[config.mk]
export PLATFORM = sky130hd
export DESIGN_NAME = display_scan_flat
export DESIGN_NICKNAME = d
export VERILOG_FILES = /design/src/rtl/display_pkg.sv /design/src/rtl/display_scan_if.sv /design/src/rtl/seg7_decoder.sv /design/src/rtl/display_scan.sv /design/src/flat_wrapper.sv
export SDC_FILE = /design/constraint.sdc
export NUM_CORES = 1
export LEC_CHECK = 0
export CORE_ASPECT_RATIO = 1.1
export CORE_MARGIN = 8
export CORE_UTILIZATION = 41
export DETAILED_ROUTE_END_ITERATION = 12
export GPL_TIMING_DRIVEN = 0
export SYNTH_ARGS = -nofsm -noshare
export SYNTH_HDL_FRONTEND = slang
export SYNTH_SLANG_ARGS = --single-unit
[constraint.sdc]
create_clock -name main_clock -period 7.1 [get_ports main_clock]
set_input_delay 2.13 -clock main_clock [delete_from_list [all_inputs] [get_ports main_clock]]
set_output_delay 2.13 -clock main_clock [all_outputs]
set_load 0.05 [all_outputs]
[src/rtl/display_pkg.sv]
// Shared types, segment glyphs and digit-range limits for the multiplexed
// 7-segment display scanner.
package display_pkg;

  typedef logic [6:0] seg_t;
  typedef logic [2:0] digit_idx_t;

  localparam int NUM_DIGITS = 6;
  localparam int LSD_MAX    = 9;
  localparam int MSD_MAX_SM = 5;
  localparam int MSD_MAX_H  = 2;

  // Active-low segments, bit0 = a .. bit6 = g.
  localparam seg_t SEG_0    = 7'h40;
  localparam seg_t SEG_1    = 7'h79;
  localparam seg_t SEG_2    = 7'h24;
  localparam seg_t SEG_3    = 7'h30;
  localparam seg_t SEG_4    = 7'h19;
  localparam seg_t SEG_5    = 7'h12;
  localparam seg_t SEG_6    = 7'h02;
  localparam seg_t SEG_7    = 7'h78;
  localparam seg_t SEG_8    = 7'h00;
  localparam seg_t SEG_9    = 7'h10;
  localparam seg_t SEG_DASH = 7'h3F;
  localparam seg_t SEG_OFF  = 7'h7F;

  // Largest legal value of the digit shown in a given slot (even slots are lsds).
  function automatic logic [3:0] digit_max(digit_idx_t idx);
    case (idx)
      3'd0, 3'd2, 3'd4: digit_max = 4'(LSD_MAX);
      3'd1, 3'd3:       digit_max = 4'(MSD_MAX_SM);
      default:          digit_max = 4'(MSD_MAX_H);
    endcase
  endfunction

endpackage

[src/rtl/display_scan_if.sv]
// Digit bus from the time counters: six BCD digits, ss/mm/hh least and most
// significant. The counters drive it (master), the display scanner reads it (slave).
interface display_scan_if;

  logic [3:0] s_lsd;
  logic [2:0] s_msd;
  logic [3:0] m_lsd;
  logic [2:0] m_msd;
  logic [3:0] h_lsd;
  logic [2:0] h_msd;

  modport master (output s_lsd, s_msd, m_lsd, m_msd, h_lsd, h_msd);
  modport slave  (input  s_lsd, s_msd, m_lsd, m_msd, h_lsd, h_msd);

endinterface

[src/rtl/seg7_decoder.sv]
// Combinational BCD to active-low 7-segment decoder; any value above i_max
// (or above 9) shows a dash so corrupted counters are visible on the board.
module seg7_decoder
  import display_pkg::*;
(
  input  logic [3:0] i_bcd,
  input  logic [3:0] i_max,
  output seg_t       o_seg
);

  always_comb begin
    // NOTE: every combinational output gets a default first so no path leaves it unassigned (no latch).
    o_seg = SEG_DASH;
    if (i_bcd <= i_max) begin
      case (i_bcd)
        4'd0:    o_seg = SEG_0;
        4'd1:    o_seg = SEG_1;
        4'd2:    o_seg = SEG_2;
        4'd3:    o_seg = SEG_3;
        4'd4:    o_seg = SEG_4;
        4'd5:    o_seg = SEG_5;
        4'd6:    o_seg = SEG_6;
        4'd7:    o_seg = SEG_7;
        4'd8:    o_seg = SEG_8;
        4'd9:    o_seg = SEG_9;
        default: o_seg = SEG_DASH;
      endcase
    end
  end

endmodule

[src/rtl/display_scan.sv]
// Six-digit multiplexed common-anode display scanner with per-frame digit snapshot
// and anti-ghost blanking. Optional blinking hh.mm.ss separators: DISPLAY_DP_BLINK_EN.
module display_scan
  import display_pkg::*;
#(
  parameter int REFRESH_DIV  = 50000,
  parameter int BLANK_CYCLES = 500
) (
  input  logic           main_clock,
  input  logic           main_reset,
  display_scan_if.slave  digits,
  output seg_t           seg_n,
  output logic           dp_n,
  output logic [5:0]     an_n,
  output logic           frame_tick
);

  localparam int DIV_W = (REFRESH_DIV > 1) ? $clog2(REFRESH_DIV) : 1;

  logic [DIV_W-1:0] r_div;
  digit_idx_t       r_idx;
  logic [3:0]       r_snap [NUM_DIGITS];
  logic [5:0]       r_an;
  seg_t             r_seg;
  logic             r_tick;

  logic             w_slot_end;
  logic             w_frame_end;
  logic             w_blank;
  logic [3:0]       w_digit;
  seg_t             w_seg;
  logic [5:0]       w_an;

  assign w_slot_end  = (r_div == DIV_W'(REFRESH_DIV - 1));
  assign w_frame_end = w_slot_end && (r_idx == digit_idx_t'(NUM_DIGITS - 1));
  assign w_blank     = (r_div < DIV_W'(BLANK_CYCLES));
  assign w_an        = ~(6'b1 << r_idx);

  always_comb begin
    w_digit = '0;
    for (int i = 0; i < NUM_DIGITS; i++) begin
      if (r_idx == digit_idx_t'(i)) w_digit = r_snap[i];
    end
  end

  seg7_decoder u_dec (
    .i_bcd (w_digit),
    .i_max (digit_max(r_idx)),
    .o_seg (w_seg)
  );

  // Slot timing: divider within a slot, slot index across the frame.
  always_ff @(posedge main_clock or negedge main_reset) begin
    // NOTE: sequential state uses non-blocking assignments so every register sees pre-edge values.
    if (!main_reset) begin
      r_div <= '0;
      r_idx <= '0;
    end else if (w_slot_end) begin
      r_div <= '0;
      r_idx <= (r_idx == digit_idx_t'(NUM_DIGITS - 1)) ? '0 : r_idx + 3'd1;
    end else begin
      r_div <= r_div + 1'b1;
    end
  end

  // Digits are frozen once per frame so a counter rollover never tears a frame.
  always_ff @(posedge main_clock or negedge main_reset) begin
    // NOTE: the snapshot array is reset on purpose: the first frame after reset must read 00:00:00.
    if (!main_reset) begin
      for (int i = 0; i < NUM_DIGITS; i++) r_snap[i] <= '0;
    end else if (w_frame_end) begin
      r_snap[0] <= digits.s_lsd;
      r_snap[1] <= {1'b0, digits.s_msd};
      r_snap[2] <= digits.m_lsd;
      r_snap[3] <= {1'b0, digits.m_msd};
      r_snap[4] <= digits.h_lsd;
      r_snap[5] <= {1'b0, digits.h_msd};
    end
  end

  always_ff @(posedge main_clock or negedge main_reset) begin
    if (!main_reset) begin
      r_an   <= 6'h3F;
      r_seg  <= SEG_OFF;
      r_tick <= 1'b0;
    end else begin
      r_an   <= w_blank ? 6'h3F : w_an;
      r_seg  <= w_blank ? SEG_OFF : w_seg;
      r_tick <= w_frame_end;
    end
  end

  assign an_n       = r_an;
  assign seg_n      = r_seg;
  assign frame_tick = r_tick;

`ifdef DISPLAY_DP_BLINK_EN
  logic r_blink;
  logic r_dp;
  logic w_dp_lit;

  // Phase flips only when the snapshotted seconds digit actually moved.
  assign w_dp_lit = !w_blank && (r_idx == 3'd2 || r_idx == 3'd4) && r_blink;

  always_ff @(posedge main_clock or negedge main_reset) begin
    if (!main_reset) begin
      r_blink <= 1'b0;
      r_dp    <= 1'b1;
    end else begin
      if (w_frame_end && (digits.s_lsd != r_snap[0])) r_blink <= ~r_blink;
      r_dp <= ~w_dp_lit;
    end
  end

  assign dp_n = r_dp;
`else
  assign dp_n = 1'b1;
`endif

endmodule

[src/flat_wrapper.sv]
// flat-port wrapper written by rule: the top's interface ports become plain ports
module display_scan_flat import display_pkg::*;
#(
  parameter int REFRESH_DIV  = 50000,
  parameter int BLANK_CYCLES = 500
)
  (main_clock, main_reset, seg_n, dp_n, an_n, frame_tick, digits_s_lsd, digits_s_msd, digits_m_lsd, digits_m_msd, digits_h_lsd, digits_h_msd);
  display_scan_if digits_i ();
  input  logic main_clock;
  input  logic main_reset;
  output seg_t seg_n;
  output logic dp_n;
  output logic [5:0] an_n;
  output logic frame_tick;
  input wire logic [$bits(digits_i.s_lsd)-1:0] digits_s_lsd;
  input wire logic [$bits(digits_i.s_msd)-1:0] digits_s_msd;
  input wire logic [$bits(digits_i.m_lsd)-1:0] digits_m_lsd;
  input wire logic [$bits(digits_i.m_msd)-1:0] digits_m_msd;
  input wire logic [$bits(digits_i.h_lsd)-1:0] digits_h_lsd;
  input wire logic [$bits(digits_i.h_msd)-1:0] digits_h_msd;
  assign digits_i.s_lsd = digits_s_lsd;
  assign digits_i.s_msd = digits_s_msd;
  assign digits_i.m_lsd = digits_m_lsd;
  assign digits_i.m_msd = digits_m_msd;
  assign digits_i.h_lsd = digits_h_lsd;
  assign digits_i.h_msd = digits_h_msd;
  display_scan #(.REFRESH_DIV(REFRESH_DIV), .BLANK_CYCLES(BLANK_CYCLES)) u_core (.main_clock(main_clock), .main_reset(main_reset), .digits(digits_i), .seg_n(seg_n), .dp_n(dp_n), .an_n(an_n), .frame_tick(frame_tick));
endmodule
=== Word level (Yosys, flattened, before mapping) ===
Memories as Yosys holds them, arrays and structs flattened.
Cells that the tools add are included.

* Register bits after elaboration: 54
* Memories: 1
* Input port bits: 23
* Memory bits (read-only): 112
* Word-level logic and storage cells: 40

{| class="wikitable"
|+ Memories
! memory !! depth !! width !! rd ports !! clocked after memory_dff !! write ports !! line !! text
|-
| (no name shown) || 16 || 7 || 1 || 0 || 0 || seg7_decoder.sv:15 || <nowiki>case (i_bcd)</nowiki>
|}

* Equal/unequal tests: 6
* Reductions and logical operators: 4
* Shifts and indexed selects: 1
* Magnitude comparators: 2
* Multiplexer cells: 12
* Bitwise logic cells: 1
* Add/sub/neg operators: 2

{| class="wikitable"
|+ Operators by type and width
! cell !! number
|-
| 4-bit two-way mux || 6
|-
| 16-bit by 1-bit adder with 16-bit output (second input constant) || 1
|-
| 16-bit equality test (second input constant) || 1
|-
| 16-bit by 9-bit less-than comparator with 1-bit output (second input constant) || 1
|-
| 16-bit two-way mux || 1
|-
| 7-bit two-way mux || 2
|-
| 4-bit case mux with 2 select lines || 1
|-
| 3-bit by 2-bit equality test with 1-bit output (second input constant) || 2
|-
| 3-bit equality test (second input constant) || 2
|-
| 6-bit two-way mux || 1
|-
| 6-bit inverter || 1
|-
| 1-bit by 3-bit << shifter with 6-bit output (first input constant) || 1
|-
| 4-bit <= comparator || 1
|-
| 3-bit by 1-bit adder with 3-bit output (second input constant) || 1
|-
| 3-bit by 1-bit equality test with 1-bit output (second input constant) || 1
|-
| 3-bit zero test || 1
|-
| 3-bit two-way mux || 1
|-
| 3-bit OR reduction || 1
|-
| 2-bit OR reduction || 1
|-
| 1-bit logical AND || 1
|}

=== Depth between registers and ports, before layout ===
* Word-level depth: 10
* Mapped depth: 15
* Gate-level depth less buffers: 12

=== By module ===
From an unflattened synthesis, not the netlist that was laid out.

* Cells, all modules: 260
* Area total of the unflattened synthesis: 2,819.0 µm²

{| class="wikitable"
|+ By module, submodules not included
! module !! instances !! area an instance (µm²) !! cells an instance !! seq. area each (µm²)
|-
| display_scan || 1 || 2,472.4 || 216 || 1,367.6
|-
| seg7_decoder || 1 || 346.6 || 44 || 0.0
|}

=== Worst setup path after synthesis ===
No wires, ideal clock.

* Path type: register to register
* From: reg u_core.r_idx[0]
* To: reg u_core.r_seg[3], in the netlist u_core.seg_n[3]
* Library setup time: 91 ps
* Buffers on the path: 3
* Cell stages (with the launch flop): 15
* Setup slack: 4,271 ps
* Clock period less this slack: 2,829 ps
* Arrival time: 2,738 ps
* Path through: dfrtp_1 > buf_6 > buf_2 > and2_1 > ha_1 > buf_2 > or2_1 > a21o_1 > o21a_4 > inv_6 > ha_1 > and2_1 > a32o_1 > and2_1 > o31ai_1

* Cells in the longest elaborated chain, start to end: 10
* Elaborated cells on any way between the ends: 19
* Classes of those cells: order compare: 1; eq/ne: 5; mux: 9; reduce/logical: 3; memory: 1

{| class="wikitable"
|+ RTL lines
! item !! line !! text
|-
| from (decl) || display_scan.sv:21 || <nowiki>digit_idx_t r_idx;</nowiki>
|-
| from (signal assigned) || display_scan.sv:60 || <nowiki>r_idx <= (r_idx == digit_idx_t'(NUM_DIGITS - 1)) ? '0 : r_idx + 3'd1;</nowiki>
|-
| 3-bit zero test || display_pkg.sv:29, display_scan.sv:42 ||
|-
| 4-bit two-way mux (6 in series) || display_scan.sv:42 || <nowiki>if (r_idx == digit_idx_t'(i)) w_digit = r_snap[i];</nowiki>
|-
| memory 16 x 7 bit or 4-bit <= comparator (tied branches) || n/a ||
|-
| 7-bit two-way mux (*) || seg7_decoder.sv:14 || <nowiki>if (i_bcd <= i_max) begin</nowiki>
|-
| 7-bit two-way mux (*) || display_scan.sv:88 || <nowiki>r_seg <= w_blank ? SEG_OFF : w_seg;</nowiki>
|-
| to (signal assigned) || display_scan.sv:88 ||
|-
| to (decl) || display_scan.sv:24 || <nowiki>seg_t r_seg;</nowiki>
|}

Mark *: on every way between the ends. The rest lies on a longest branch, timed or not.
A chain may end at the register's enable or synchronous reset.

=== Worst setup path in the final report ===
* From: reg u_core.r_seg[4], in the netlist u_core.seg_n[4]
* To: out seg_n[4]

{| class="wikitable"
|+ RTL lines
! item !! line !! text
|-
| to (decl) || flat_wrapper.sv:11 || <nowiki>output seg_t seg_n;</nowiki>
|}

No word-level cell between the ends.

==> reports/results.ini <==
[detailed_routing]
viasPerCell=4.93
drc_errors=0
first_iter_violations=79
vias=2006
routed_wl_microns=5640
drt_first_pass_iters=4
antenna_left=0
avgRoutedWirePerCell_microns=13.9

[sta]
tns_ps=0
rsz0062_at_grt=no
finClkSkew_ps=5.40
slew_viol_final=0
fmax_mhz=266
period_needed_ps=3760
worst_pin_slew_ps=681
timing.final.crit_share_pct=52.9
slew_headroom_pct=54.6
hold_violations=0
setup_viol=0

[synthesis]
netlist_area_sq_um=2810
ys_seq_area_share_pct=48.6
synth-edff-count=0
synth-seq-cells=54
synth_ff_type=dfrtp_1
ys_async_sr_fraction_pct=100
ys_warn_count=0
avgSynthCellArea_sq_um=10.0
ys_types=53
syn_nets=314
synthCells=280

[worst_hold_path]
whs_endpoint=u_core.r_snap[21]$_DFFE_PN0P_
min_path_type=reg2reg
hold_start=u_core.r_snap[21]$_DFFE_PN0P_
worstHoldPathCells=2

[critical_path]
worstPathRequired_ps=4970
slowest_delay_ps=800
cpLargestDelayFamily=buffers and inverters
critPathSlowestCell=clkdlybuf4s50_1
worst-endpoint-arrival_ps=1630
worst-path-buf-inv=1
path_depth=1
path_cells=clkdlybuf4s50_1
worstSetupStartpointType=flip-flop
critPathMaxFanout=1
path_class=reg2out
r2r_setup_slack_ps=3930
reg2regPathDepth=15
rr_startpoint=u_core.r_idx[0]$_DFFE_PN0N_
r2r-end=u_core.seg_n[1]$_DFF_PN1_
cp-end-kind=primary output

[die]
num_rows=31
die_h_microns=103
die_width_microns=95.0
start_util_pct=42.4
dieArea_sq_um=9770
fp.coreArea_sq_um=6630
io_pins=38

[clocking]
cts_buffer_depth=2
cts_root_buffer=clkbuf_8
h-tree-depth=2
tritoncts=done
clk_latency_ps=300
cts_setup_buffers=0
ctsResizeCount=0
cts.sinks=54
cts-hold-fix-buffers=0
cts_made_buffers=5
clk_pin_slew_ps=90

[placed_design]
portBuffers=36
dp.cells=399
gp_congestion=0.796
dpl.hpwl_microns=4270

[grt]
grt_first_pass_wirelength_microns=9650
track_usage_pct=12.3
antenna_found_initial=0
grt_max_degree=31
grt_pass1_vias=2025
overflow=0

[power_and_ir_drop]
vdd_ir_drop_max_mv=0.0959
powerDensity_nw_per_um2=149
p_leak_nw=1.54
internal-power_mw=0.398
power.switching_mw=0.106
p_comb_share_pct=4.1
pwr-share-clk_pct=34.9
p_seq_share_pct=61.1
p_sw_share_pct=20.9

[layout]
n_antenna_cell=0
areaGrowthSynthToFinish_pct=20.2
drive_gt1_share_pct=15.7
nets=358
stdcell_count=407

[run]
drv_cap=0

[status]
outcome=finished clean

## Yosys cell counts, drive strengths merged, types with 2 or more instances
| library cell | instances | area (sq um) |
|---|---|---|
| dfrtp | 41 | 1030 |
| nand2 | 78 | 293 |
| o31ai | 4 | 35.0 |
| nor2 | 14 | 52.6 |
| xnor2 | 8 | 70.1 |
| dfstp | 13 | 342 |
| buf | 12 | 87.6 |
| and2 | 4 | 25.0 |
| inv | 6 | 27.5 |
| and3 | 2 | 12.5 |
| nand3b | 2 | 15.0 |
| mux2 | 4 | 52.6 |
| nor3b | 4 | 35.0 |
| nor3 | 6 | 30.0 |
| and4 | 5 | 43.8 |
| a211oi | 3 | 22.5 |
| mux2i | 2 | 20.0 |
| and3b | 2 | 18.8 |
| nor2b | 6 | 37.5 |
| o21ai | 8 | 40.0 |
| a32o | 2 | 20.0 |
| ha | 11 | 138 |
| nand3 | 11 | 55.1 |
| xor2 | 6 | 52.6 |
| nand2b | 3 | 21.3 |
| a21o | 2 | 15.0 |
| a21oi | 5 | 28.8 |
| o311ai | 2 | 32.5 |
## power groups by stage
stage / sequential (mW) / combinational (mW) / clock (mW)
floorplan: 0.314 / 0.00171 / 0
global route: 0.308 / 0.0229 / 0.193
global placement: 0.313 / 0.0198 / 0
detailed placement: 0.313 / 0.0212 / 0
finish: 0.308 / 0.0205 / 0.176
CTS: 0.308 / 0.0212 / 0.182
## cell families after synthesis
kind of cell | share of synthesized area [%]
mux | 2.58
fa+ha+maj | 4.89
compound gates | 9.87
xor+xnor | 4.36
simple gates | 25.5
flops | 48.6
other cells | 0.133
buf+inv | 4.09
## registers in the layout, summed over array words and instances (netlist names)
name,flops
u_core.r_div,16
u_core.r_snap,21
u_core.r_idx,3
u_core.frame_tick,1
u_core.seg_n,7
u_core.an_n,6
## stage by stage
step / setup WS (ps) / util [%] / total power [mW] / cell area, sq um / hold slack (ps)
final: 3340 / 51.0 / 0.504 / 3380 / 474
after global routing: 3290 / 51.0 / 0.524 / 3380 / 497
after CTS: 3320 / 51.0 / 0.511 / 3380 / 477
after detailed placement: 3670 / 49.6 / 0.335 / 3290 / 455
after global placement: 2280 / 49.4 / 0.333 / 3280 / 448
after floorplan: 4270 / - / 0.315 / 2810 / 431
## routing by layer
metal / global-route usage, % / part of all wire [%] / routed length, microns
met2: 19.2 / 45 / 2520
met3: 2.69 / 4.4 / 247
met1: 16.9 / 50 / 2820
met4: 3.25 / 0.92 / 52
met5: 0 / 0 / 0
## placed cells by master (no fill, tap or decap), drive strengths merged, types with 3 or more instances in the layout
cell,instances
nor2,14
dfrtp,41
nor3b,4
and4,5
nor3,6
mux2,4
nand3,11
o21ai,8
and2,4
xor2,6
ha,11
clkdlybuf4s50,35
clkbuf,7
nor2b,6
nand2b,3
dfstp,13
o31ai,4
a21oi,5
buf,14
inv,6
nand2,78
a211oi,3
xnor2,8
## final cells by class
class	count	area (sq um)
fill	612	3250
sequential	54	1370
multi-input combinational	208	1330
timing repair buffer	37	375
tap	82	103
buffer	12	87.6
clock buffer	7	86.3
inverter	6	27.5
clock inverter	1	5.00
## worst max path at each step
stage	startpoint	endpoint	slack, ps
finish	u_core.seg_n[4]$_DFF_PN1_	seg_n[4]	3340
global route	u_core.seg_n[6]$_DFF_PN1_	seg_n[6]	3290
CTS	u_core.an_n[2]$_DFF_PN1_	an_n[2]	3320
detailed placement	u_core.seg_n[4]$_DFF_PN1_	seg_n[4]	3670
global placement	main_reset	u_core.r_snap[22]$_DFFE_PN0P_	2280
floorplan	u_core.r_idx[0]$_DFFE_PN0N_	u_core.seg_n[3]$_DFF_PN1_	4270
Power figures use the tool's default switching activity.
